[src/rtl/lcd_frame_serializer.sv]
// -----------------------------------------------------------------------------
// lcd_frame_serializer
//
// Takes a coherent snapshot of the LCD debug fields driven by the design under
// test and streams it to the host link as a byte frame over a valid/ready
// handshake. A frame is started by a `start` pulse or by the refresh timer.
//
// Frame layout (defaults give 46 bytes):
//   0                     header 0xA5
//   1                     pc
//   2 .. 1+IB             instruction, MSB byte first (IB = NINSTR_BITS/8)
//   next 6                SrcA, SrcB, ALUResult, Result, WriteData, ReadData
//   next 1                flags {4'b0, MemWrite, Branch, MemtoReg, RegWrite}
//   next NREGS            registrador[0] .. registrador[NREGS-1]
//   last                  XOR of every byte except the header and itself
//
// Ports:
//   clk_2, reset_n          clock (rising edge) and async active-low reset
//   start                   frame request, sampled only while idle
//   lcd_*                   live debug fields, captured on the trigger edge
//   tx_data/tx_valid/tx_ready  byte stream to the host
//   busy                    high while a frame is being sent
//   frame_done              one-cycle pulse after the checksum is accepted
// -----------------------------------------------------------------------------
module lcd_frame_serializer #(
    parameter int unsigned NBITS          = 8,
    parameter int unsigned NREGS          = 32,
    parameter int unsigned NINSTR_BITS    = 32,
    parameter int unsigned REFRESH_CYCLES = 0
) (
    input  logic                   clk_2,
    input  logic                   reset_n,
    input  logic                   start,
    input  logic [NINSTR_BITS-1:0] lcd_instruction,
    input  logic [NBITS-1:0]       lcd_registrador [0:NREGS-1],
    input  logic [NBITS-1:0]       lcd_pc,
    input  logic [NBITS-1:0]       lcd_SrcA,
    input  logic [NBITS-1:0]       lcd_SrcB,
    input  logic [NBITS-1:0]       lcd_ALUResult,
    input  logic [NBITS-1:0]       lcd_Result,
    input  logic [NBITS-1:0]       lcd_WriteData,
    input  logic [NBITS-1:0]       lcd_ReadData,
    input  logic                   lcd_MemWrite,
    input  logic                   lcd_Branch,
    input  logic                   lcd_MemtoReg,
    input  logic                   lcd_RegWrite,
    output logic [7:0]             tx_data,
    output logic                   tx_valid,
    input  logic                   tx_ready,
    output logic                   busy,
    output logic                   frame_done
);

    // Byte positions inside the frame.
    localparam int InstrBytes = int'(NINSTR_BITS / 8);
    localparam int InstrBase  = 2;
    localparam int DpBase     = InstrBase + InstrBytes;
    localparam int FlagIdx    = DpBase + 6;
    localparam int RegBase    = FlagIdx + 1;
    localparam int CsumIdx    = RegBase + int'(NREGS);
    localparam int FrameLen   = CsumIdx + 1;
    localparam int IdxW       = $clog2(FrameLen);
    localparam int CntW       = (REFRESH_CYCLES > 1) ? $clog2(REFRESH_CYCLES) : 1;

    localparam logic [7:0]      Header  = 8'hA5;
    localparam logic [IdxW-1:0] LastIdx = IdxW'(CsumIdx);

    typedef enum logic [0:0] {
        StIdle,
        StSend
    } state_e;

    state_e                 r_state;
    state_e                 w_state_next;

    // Snapshot of the debug fields, frozen for the duration of a frame.
    logic [NBITS-1:0]       r_pc;
    logic [NINSTR_BITS-1:0] r_instr;
    logic [NBITS-1:0]       r_dp   [0:5];
    logic [3:0]             r_flags;
    logic [NBITS-1:0]       r_regs [0:NREGS-1];

    logic [IdxW-1:0]        r_idx;
    logic [7:0]             r_csum;
    logic [CntW-1:0]        r_cnt;
    logic                   r_done;

    logic                   w_refresh_hit;
    logic                   w_trigger;
    logic                   w_xfer;
    logic                   w_last;
    logic [7:0]             w_byte;
    int                     w_idx;

    // -------------------------------------------------------------------------
    // Trigger and handshake decode
    // -------------------------------------------------------------------------
    assign w_refresh_hit = (REFRESH_CYCLES > 0) && (r_cnt == CntW'(REFRESH_CYCLES - 1));
    assign w_trigger     = (r_state == StIdle) && (start || w_refresh_hit);
    assign w_xfer        = (r_state == StSend) && tx_ready;
    assign w_last        = (r_idx == LastIdx);

    // -------------------------------------------------------------------------
    // FSM
    // -------------------------------------------------------------------------
    always_ff @(posedge clk_2 or negedge reset_n) begin
        if (!reset_n) begin
            r_state <= StIdle;
        end else begin
            r_state <= w_state_next;
        end
    end

    always_comb begin
        w_state_next = r_state;
        unique case (r_state)
            StIdle: begin
                if (w_trigger) begin
                    w_state_next = StSend;
                end
            end
            StSend: begin
                if (w_xfer && w_last) begin
                    w_state_next = StIdle;
                end
            end
            default: w_state_next = StIdle;
        endcase
    end

    // -------------------------------------------------------------------------
    // Byte selection from the snapshot; the checksum slot reads the running XOR
    // -------------------------------------------------------------------------
    always_comb begin
        w_idx  = int'(r_idx);
        w_byte = r_csum;
        if (w_idx == 0) begin
            w_byte = Header;
        end
        if (w_idx == 1) begin
            w_byte = r_pc;
        end
        for (int b = 0; b < InstrBytes; b++) begin
            if (w_idx == InstrBase + b) begin
                w_byte = r_instr[NINSTR_BITS-1-8*b -: 8];
            end
        end
        for (int d = 0; d < 6; d++) begin
            if (w_idx == DpBase + d) begin
                w_byte = r_dp[d];
            end
        end
        if (w_idx == FlagIdx) begin
            w_byte = {4'b0000, r_flags};
        end
        for (int r = 0; r < int'(NREGS); r++) begin
            if (w_idx == RegBase + r) begin
                w_byte = r_regs[r];
            end
        end
    end

    // -------------------------------------------------------------------------
    // Snapshot, byte index, checksum, refresh timer, done pulse
    // -------------------------------------------------------------------------
    always_ff @(posedge clk_2 or negedge reset_n) begin
        if (!reset_n) begin
            r_pc    <= '0;
            r_instr <= '0;
            r_flags <= '0;
            for (int d = 0; d < 6; d++) begin
                r_dp[d] <= '0;
            end
            for (int r = 0; r < int'(NREGS); r++) begin
                r_regs[r] <= '0;
            end
            r_idx   <= '0;
            r_csum  <= '0;
            r_cnt   <= '0;
            r_done  <= 1'b0;
        end else begin
            if (w_trigger) begin
                r_pc    <= lcd_pc;
                r_instr <= lcd_instruction;
                r_dp[0] <= lcd_SrcA;
                r_dp[1] <= lcd_SrcB;
                r_dp[2] <= lcd_ALUResult;
                r_dp[3] <= lcd_Result;
                r_dp[4] <= lcd_WriteData;
                r_dp[5] <= lcd_ReadData;
                r_flags <= {lcd_MemWrite, lcd_Branch, lcd_MemtoReg, lcd_RegWrite};
                for (int r = 0; r < int'(NREGS); r++) begin
                    r_regs[r] <= lcd_registrador[r];
                end
                r_idx   <= '0;
                r_csum  <= '0;
            end else if (w_xfer) begin
                if (w_last) begin
                    r_idx <= '0;
                end else begin
                    r_idx <= r_idx + IdxW'(1);
                    // Header is not part of the checksum.
                    if (r_idx != '0) begin
                        r_csum <= r_csum ^ w_byte;
                    end
                end
            end

            r_done <= w_xfer && w_last;

            // Timer runs only while idle and waiting; any trigger or frame clears it.
            if ((REFRESH_CYCLES > 0) && (r_state == StIdle) && !w_trigger) begin
                r_cnt <= r_cnt + CntW'(1);
            end else begin
                r_cnt <= '0;
            end
        end
    end

    // -------------------------------------------------------------------------
    // Outputs
    // -------------------------------------------------------------------------
    assign tx_valid   = (r_state == StSend);
    assign busy       = (r_state == StSend);
    assign tx_data    = (r_state == StSend) ? w_byte : 8'h00;
    assign frame_done = r_done;

endmodule
[config.mk]
export PLATFORM = sky130hd
export DESIGN_NAME = lcd_frame_serializer
export DESIGN_NICKNAME = d
export VERILOG_FILES = /design/src/rtl/lcd_frame_serializer.sv
export SDC_FILE = /design/constraint.sdc
export NUM_CORES = 1
export LEC_CHECK = 0
export CAP_MARGIN = 20
export CORE_MARGIN = 4
export CORE_UTILIZATION = 52
export CTS_CLUSTER_DIAMETER = 120
export CTS_CLUSTER_SIZE = 10
export DETAILED_ROUTE_END_ITERATION = 16
export HOLD_SLACK_MARGIN = 0.06
export PLACE_DENSITY = 0.87
export SLEW_MARGIN = 15
export SYNTH_ARGS = -nofsm -noshare
export SYNTH_HDL_FRONTEND = slang
export SYNTH_SLANG_ARGS = --single-unit
[constraint.sdc]
create_clock -name clk_2 -period 3.4 [get_ports clk_2]
set_input_delay 0.51 -clock clk_2 [delete_from_list [all_inputs] [get_ports clk_2]]
set_output_delay 0.51 -clock clk_2 [all_outputs]
set_load 0.05 [all_outputs]
### Word level (Yosys, flattened, before mapping)

Index checks and enable logic that the tools add are counted.

* register bits: 364
* input bits: 352
* output and inout bits: 11
* word-level logic and storage cells: 158

* $add $sub $neg: 1
* equality and inequality tests: 46
* multiplexer cells: 56
* bitwise operators: 2
* reductions and logical operators: 8

Operators with widths (number)
* 8-bit two-way mux: 50
* 6-bit == test, second input constant: 30
* 6-bit by 5-bit == test with 1-bit output, second input constant: 8
* 6-bit by 4-bit == test with 1-bit output, second input constant: 4
* 6-bit two-way mux: 3
* 6-bit by 3-bit == test with 1-bit output, second input constant: 2
* 8-bit XOR: 1
* 6-bit by 1-bit adder with 6-bit output, second input constant: 1
* 6-bit by 2-bit == test with 1-bit output, second input constant: 1
* 6-bit zero test: 1
* 6-bit nonzero test: 1
* 2-bit nonzero test: 2
* 1-bit logical AND: 3
* 3-bit AND reduction: 1
* 1-bit two-way mux: 2
* 2-bit inequality test, second input constant: 1
* 1-bit case mux with 2 select lines: 1
* 1-bit NOT: 1

### Logic depth before layout (Yosys ltp)

Gate-level depths: netlist of run 1.

* depth after elaboration: 51
* mapped depth: 13
* depth with buffers taken out: 11

### Worst setup path before layout of run 1

No wires, ideal clock.

* path type: register to output
* from: register r_idx[0]
* to: output tx_data[6]
* data arrival time: 3550 ps
* required time: 2890 ps
* path slack: -660 ps
* stages on the path, launching flop included: 13
* path buffers: 2
* path through: dfrtp_1 > inv_1 > ha_1 > clkbuf_1 > clkbuf_1 > mux2i_1 > nor3_1 > a221oi_1 > a211o_1 > a21oi_1 > a21oi_1 > a2111o_1 > a211oi_1

* longest elaborated chain between the ends: 47
* elaborated cells between the ends (all ways): 91
* those cells by class: 44 x eq/ne; 46 x mux; 1 x reduce/logical

Ends and longest elaborated chain
* start, declared: RTL line 83 `logic [IdxW-1:0] r_idx;`
* start signal, assigned: RTL line 201 `r_idx <= r_idx + IdxW'(1);`
* 6-bit zero test: RTL line 137 `if (w_idx == 0) begin`
* 8-bit two-way mux: RTL line 137
* 8-bit two-way mux: RTL line 140 `if (w_idx == 1) begin`
* 8-bit two-way mux (4 in series): RTL line 144 `if (w_idx == InstrBase + b) begin`
* 8-bit two-way mux (6 in series): RTL line 149 `if (w_idx == DpBase + d) begin`
* 8-bit two-way mux: RTL line 153 `if (w_idx == FlagIdx) begin`
* 8-bit two-way mux (31 in series): RTL line 157 `if (w_idx == RegBase + r) begin`
* 8-bit two-way mux (*): RTL line 157
* 8-bit two-way mux (*): RTL line 225 `assign tx_data = (r_state == StSend) ? w_byte : 8'h00;`
* end, declared: RTL line 47 `output logic [7:0] tx_data,`

Mark *: on every way between the ends. The rest lies on a longest branch, timed or not.

### Worst setup path after layout of run 1

* from: register r_idx[1]
* to: output tx_data[1]

The elaborated chain is that of the path after synthesis.

==> run_results.csv, run 1 <==
group,metric,value,unit
routing,drt_iter0_drc,2277,
clock_network,clock_sinks,364,
setup_path,cpPeakStageDelay,0.50,ns
synth,synthCells,2318,
setup_path,crit_required,2.89,ns
synth,netlist.area_leader.share,0.4956,
die,fp-row-count,68,
grt,grt_max_degree,237,
synth,synth_common_cells,"nand2_1, dfrtp_1, clkbuf_1, nor2_1, o21ai_0",
final_layout,fillerInstances,2385,
grt,use_met2,0.6306,
pwr,pwr-share-seq,0.364,
timing,rsz0062_at_grt,"true",
setup_path,worstPathArrival,3.62,ns
routing,drc_errors,0,
synth,syn-cell-area,18380,um2
grt,antenna_found_initial,0,
timing,hold_viol_final,0,
synth,yosys_warnings,0,
die,initial_core_util,0.5294,
setup_path,crit_path_frequent_cell,"buf_6",
grt,track_usage,0.3817,
final_layout,postLayoutCoreUtil,0.7768,
timing,fin_skew,0.02654,ns
clock_network,cts_tree,"yes",
routing,firstDrtPassIters,6,
final_layout,area_growth,46.73,%
timing,finalCritPeriodShare,1.215,
run_status,run_status,"finished, violations left",
pwr,cellLeakagePower,13.21,nW
flow_run,maxCapViolations,0,
run_status,violations,"setup timing",
hold_path,hold_path_class,"reg2reg",
clock_network,numCtsBuffers,42,
setup_path,slowest_stage,"or4b_4",
clock_network,clock_path_buffers,3,
die,io-pin-count,363,
pwr,p_switching,0.005076,W
final_layout,finalNonFillerCells,3414,
timing,worst_slew_pin_slew,0.8995,ns
synth,synth_top_cell_by_area,"dfrtp_1",
placed_design,dp.cells,3332,
clock_network,clkLatencyLatePin,0.57,ns
grt,grt_pass1_vias,20640,
pwr,swShare,0.3410,
pwr,total_power,0.01489,W
timing,hold_slack,0.4729,ns
placed_design,dpl_cell_area,24710,um2
final_layout,antennaDiodeCount,0,
routing,ant_nets,0,
routing,dr_total_vias,20380,
timing,fin_crit,4.131,ns
placed_design,gp_congestion,0.9872,
synth,synth.area.top_cells,"dfrtp_1, nand2_1, clkbuf_1",
pwr,powerDensity,552.0,nW/um2
synth,synth_flop_cell,"dfrtp_1",
setup_path,crit_chain,"buf_6, ha_4, buf_6, and3b_2, nand2_2, o211ai_1, a211o_1, or4b_4, or3_4, nand2b_4, a21oi_4, nor2_4, buf_12",
placed_design,io_buffers,362,
routing,vias_per_cell,5.970,
die,die_x,196.0,um
synth,synth_cell_types,81,
routing,wl_per_cell,22.06,um
grt,met1_usage,0.4835,
synth,async_reset_ff_frac,1.000,
pwr,pwr-share-comb,0.375,
synth,synth_area_per_cell,7.928,um2
final_layout,design_area,26970,um2
grt,top_usage_layer,"met2",
setup_path,path_max_fanout,6,
die,dieArea,38410,um2
clock_network,cts.htree.levels,2,
pwr,power_frac_clock,0.261,
synth,synth_edf_count,0,
synth,seq_area_frac_synth,0.4956,
timing,setup_violations,8,
final_layout,nets,3313,
setup_path,setup.worst_path.end_class,"output port",
grt,met3_usage,0.07591,
die,coreArea,34710,um2
routing,wirelength,75300,um
grt,grt_pass1_wl,115700,um
pwr,internal_power,0.009809,W
timing,setup_ws,-0.7314,ns
timing,maxSlewHeadroom,0.4004,
timing,fmax,242.0,MHz
timing,drv_slew,0,
synth,yosysMostFrequentCell,"nand2_1",
clock_network,clkTransAtPathRegs,0.06,ns
synth,synthesis.nets,2674,
grt,grt_overflow,0,
synth,synth_seq_cells,364,
pwr,ir_worst_vdd,0.0007010,V
final_layout,layout-drive-gt1-share,0.1933,
clock_network,root_buffer,"clkbuf_16",
setup_path,worstSetupPathType,"reg2out",
placed_design,hpwl,56360,um
die,die_height,196.0,um
setup_path,critPathLaunchType,"flip-flop",
[state kept, by name, indices dropped and copies added, names as in the netlist]
name	cells
r_regs	256
r_dp	48
r_instr	32
r_csum	8
r_pc	8
r_idx	6
r_flags	4
busy	1
frame_done	1
[final timing paths]
path	startpoint	end	slack [ns]	depth (start not counted)
max	r_idx[1]	tx_data[1]	-0.73	13
min	r_regs[119]	r_regs[119]	0.47	2
max reg2reg	r_idx[0]	r_csum[3]	0.14	15
min reg2reg	r_regs[119]	r_regs[119]	0.47	2
max in group asynchronous	reset_n	r_instr[20]	1.95	3
min in group asynchronous	reset_n	r_dp[38]	0.62	2
[cell type report]
type / count / area (um2) / share of cell area
multi-input cells: 1812 / 9524 / 0.3532
flip-flops and latches: 364 / 9111 / 0.3379
well taps: 455 / 569.3 / 0.02111
clock inverters: 4 / 42.54 / 0.001578
repair buffers: 722 / 6609 / 0.2451
inverters: 15 / 58.81 / 0.002181
clock buffers: 42 / 1051 / 0.03898
[metrics by stage]
stage / setup TNS (ns) / worst slack, ns
finish: -5.270 / -0.7314
global route: -5.926 / -0.8149
CTS: -5.373 / -0.7466
detailed placement: -6.218 / -0.7095
global placement: -5.502 / -0.6750
floorplan: -0.1944 / -0.1944
[kinds of logic (layout without fill, tap and decap cells)]
logic type      after synthesis  after routing  synth area share
compound gates              353            353            0.1381
flops                       364            364            0.4956
buf+inv                     142            783           0.03241
mux                           9              9          0.004970
fa+ha+maj                     4              4          0.002723
simple gates               1446           1446            0.3262
[power by group through the flow]
stage	clock, W	combinational (W)	sequential [W]
finish	0.00388	0.00558	0.00542
floorplan	0	0.00221	0.00520
detailed placement	0	0.00468	0.00543
global placement	0	0.00460	0.00542
global route	0.00408	0.00587	0.00545
CTS	0.00389	0.00535	0.00538
[placed cells by master, fill, tap and decap left out, types with 8 or more instances in the layout]
cell,count
a211o_1,10
a211oi_1,11
a21oi_1,46
a221o_1,9
a221oi_1,20
and3_1,16
buf_12,17
buf_4,330
buf_6,18
clkbuf_16,42
clkdlybuf4s50_1,353
dfrtp_1,362
inv_1,12
nand2_1,1118
nand2_2,12
nand2b_1,12
nand3_1,46
nand3b_1,10
nor2_1,79
nor2_2,16
nor2b_1,9
nor3_1,28
nor4_1,8
o2111ai_1,9
o211ai_1,12
o21ai_0,52
o221ai_1,18
o221ai_2,8
o22ai_1,23
o31ai_1,9
or3_1,15
[per-layer routing]
layer / part of all wire / vias to the layer above / routed length [um]
met2: 0.47 / 1316 / 35250
met1: 0.38 / 9687 / 28370
met4: 0.061 / 0 / 4564
met5: 0 / - / 0
li1: - / 9068 / -
met3: 0.095 / 309 / 7126
[worst max-delay path, delay by kind of cell (launching register included)]
kind / cells / cell delay [ns]
adder cells (fa/ha/maj): 1 / 0.18
AO/OA/AOI/OAI: 3 / 0.53
AND/OR/NAND/NOR: 6 / 1.53
flip-flops: 1 / 0.41
buffers and inverters: 3 / 0.41
[timing repair]
item	CTS	global route
hold buffers	1	0
endpoints found under the setup margin	16	9
pin swaps	54	46
buffers inserted	28	9
gates resized for setup	138	58
hold endpoints to repair	18	0
No activity file was read; power rests on OpenSTA's default activity.
==> run 2, diff against run 1 <==
- CORE_ASPECT_RATIO: default -> 0.5
- CORE_MARGIN: 4 -> 1.5
==> run 2 against run 1 <==
Net effect: the flow still finishes with violations (setup timing); final area barely moved; maximum frequency shrank 1.9%; clock power up 3%; global-route usage rose by 4.5 points; critical path depth increased by 4; combinational power grew 2%; hold slack got worse by 0.40 ns; sequential power is essentially flat; critical endpoint unchanged.
==> run_results.csv, run 2 (synthesis results as in run 1) <==
group,metric,value,unit
final_layout,largestRegisters,"r_regs x256, r_dp x48, r_instr x32",
clock_network,cts.htree.levels,2,
setup_path,critPathLaunchType,"flip-flop",
grt,grt_pass1_vias,19960,
pwr,power_frac_clock,0.264,
setup_path,cp_top_family,"buffers and inverters",
timing,fin_crit,4.212,ns
timing,fmax,237.4,MHz
die,die_height,135.9,um
routing,wl_per_cell,22.94,um
setup_path,path_max_fanout,10,
setup_path,crit_cells,17,
routing,dr_total_vias,20510,
clock_network,clock_sinks,364,
die,coreArea,34650,um2
placed_design,hpwl,60210,um
setup_path,worstSetupPathType,"reg2out",
placed_design,place_ws,-0.6740,ns
final_layout,layout-drive-gt1-share,0.1878,
pwr,swShare,0.3457,
pwr,ir_worst_vdd,0.0005227,V
pwr,pwr-share-comb,0.378,
clock_network,cts_hold_buf,0,
final_layout,largest_reg_flops,256,
routing,wirelength,78860,um
die,initial_core_util,0.5303,
timing,maxSlewHeadroom,0.3741,
die,io-pin-count,363,
timing,hold_slack,0.07555,ns
final_layout,regMostFlops,"r_regs",
grt,grt_max_degree,202,
grt,grt_pass1_wl,117300,um
routing,vias_per_cell,5.967,
final_layout,nets,3315,
final_layout,layout_commonest_cell,"nand2_1",
setup_path,crit_chain,"buf_6, ha_4, buf_12, and3b_1, buf_4, nand2_1, buf_4, o21ai_0, o21ai_0, buf_4, a211oi_2, buf_4, or3_4, nand2b_1, a21oi_2, nor2_4, buf_12",
clock_network,cts_tree,"yes",
timing,fin_skew,0.02762,ns
setup_path,reg2reg_depth,16,
clock_network,numCtsBuffers,42,
grt,track_usage,0.4267,
run_status,run_status,"finished, violations left",
final_layout,area_growth,46.73,%
die,die_x,268.9,um
setup_path,slowest_stage,"dfrtp_2",
timing,worst_slew_pin_slew,0.9389,ns
setup_path,setup.worst_path.end_class,"output port",
hold_path,hold_path_class,"in2async",
clock_network,clock_path_buffers,3,
placed_design,gp_congestion,1.021,
setup_path,crit_path_frequent_cell,"buf_4",
flow_run,maxCapViolations,0,
timing,drv_slew,0,
die,fp-row-count,48,
timing,finalCritPeriodShare,1.239,
pwr,pwr-share-seq,0.358,
clock_network,clkTransAtPathRegs,0.06,ns
setup_path,cpPeakStageDelay,0.47,ns
timing,setup_tns,-6.176,ns
grt,antenna_found_initial,2,
timing,setup_ws,-0.8117,ns
setup_path,critPathBufInv,7,
die,dieArea,36550,um2
timing,hold_viol_final,0,
setup_path,worstPathArrival,3.70,ns
routing,drt_iter0_drc,2944,
routing,firstDrtPassIters,6,
pwr,internal_power,0.009860,W
clock_network,root_buffer,"clkbuf_16",
clock_network,clkLatencyLatePin,0.57,ns
timing,setup_violations,9,
pwr,p_switching,0.005209,W
run_status,violations,"setup timing",
routing,ant_nets,0,
grt,grt_overflow,0,
routing,drc_errors,0,
timing,rsz0062_at_grt,"true",
pwr,powerDensity,558.8,nW/um2
setup_path,crit_required,2.89,ns
placed_design,io_buffers,362,
final_layout,layout_common_cells,"nand2_1, dfrtp_1, clkdlybuf4s50_1",
pwr,cellLeakagePower,13.21,nW
run 2: cell types whose count changed in the layout (fill, tap and decap cells not counted), sizes merged:
| cell | previous run | this run |
|---|---|---|
| buf | 368 | 371 |
| dlygate4sd3 | 1 | 0 |
| diode | 0 | 1 |
run 2: worst paths after layout:
check                             from           to  slack (ns)
min in group clk_2         r_regs[211]  r_regs[211]        0.47
setup / recovery              r_idx[1]   tx_data[1]       -0.81
max in group asynchronous      reset_n     r_idx[1]        2.46
hold reg to reg            r_regs[211]  r_regs[211]        0.47
setup reg to reg              r_idx[1]    r_csum[7]       -0.07
hold / removal                 reset_n   r_regs[17]        0.08
run 2: metal layers:
metal  part of all wire  GRT usage  vias to the layer above  wire length, um
li1                   -          -                     9039                -
met1               0.42     0.6073                    10030            33170
met2               0.43     0.6452                     1240            34150
met3               0.12     0.1121                      197             9105
met4              0.031     0.1145                        4             2416
met5            0.00023          0                        -               18
run 2: cell type report:
type	instances	area [um2]
Tap cell	475	594.3
Inverter	15	61.31
Fill cell	2392	7689
Sequential cell	364	9111
Timing Repair Buffer	724	6698
Clock buffer	42	1051
Antenna cell	1	2.502
Clock inverter	4	42.54
Multi-Input combinational cell	1812	9404
run 2: power groups by stage:
| stage | sequential (W) | combinational, W | clock [W] |
|---|---|---|---|
| CTS | 0.00536 | 0.00543 | 0.00397 |
| floorplan | 0.00520 | 0.00221 | 0 |
| finish | 0.00540 | 0.00569 | 0.00398 |
| global route | 0.00543 | 0.00594 | 0.00415 |
| global placement | 0.00541 | 0.00480 | 0 |
| detailed placement | 0.00541 | 0.00487 | 0 |
run 2: repair_timing:
action | 4_1_cts | 5_1_grt
setup endpoints to repair | 15 | 15
cloned | 1 | 0
gates resized for setup | 110 | 50
pin swaps | 39 | 27
setup buffers | 8 | 5
run 2: per-stage QoR:
| step | instance area (um2) | util | total power, W | cells |
|---|---|---|---|---|
| 2_1_floorplan | 18410 | - | 0.007404 | 2318 |
| 3_3_place_gp | 25050 | 0.7228 | 0.01021 | 3379 |
| 3_5_place_dp | 25050 | 0.7228 | 0.01028 | 3379 |
| 4_1_cts | 26700 | 0.7704 | 0.01475 | 3431 |
| 5_1_grt | 26960 | 0.7781 | 0.01551 | 3436 |
| 6_report | 26960 | 0.7781 | 0.01507 | 3437 |
==> run 3, diff against run 2 <==
- SLEW_MARGIN: 15 -> 5
==> results of run 3 <==
Same layout as run 2: the final DEF is identical, and so are final timing and power.
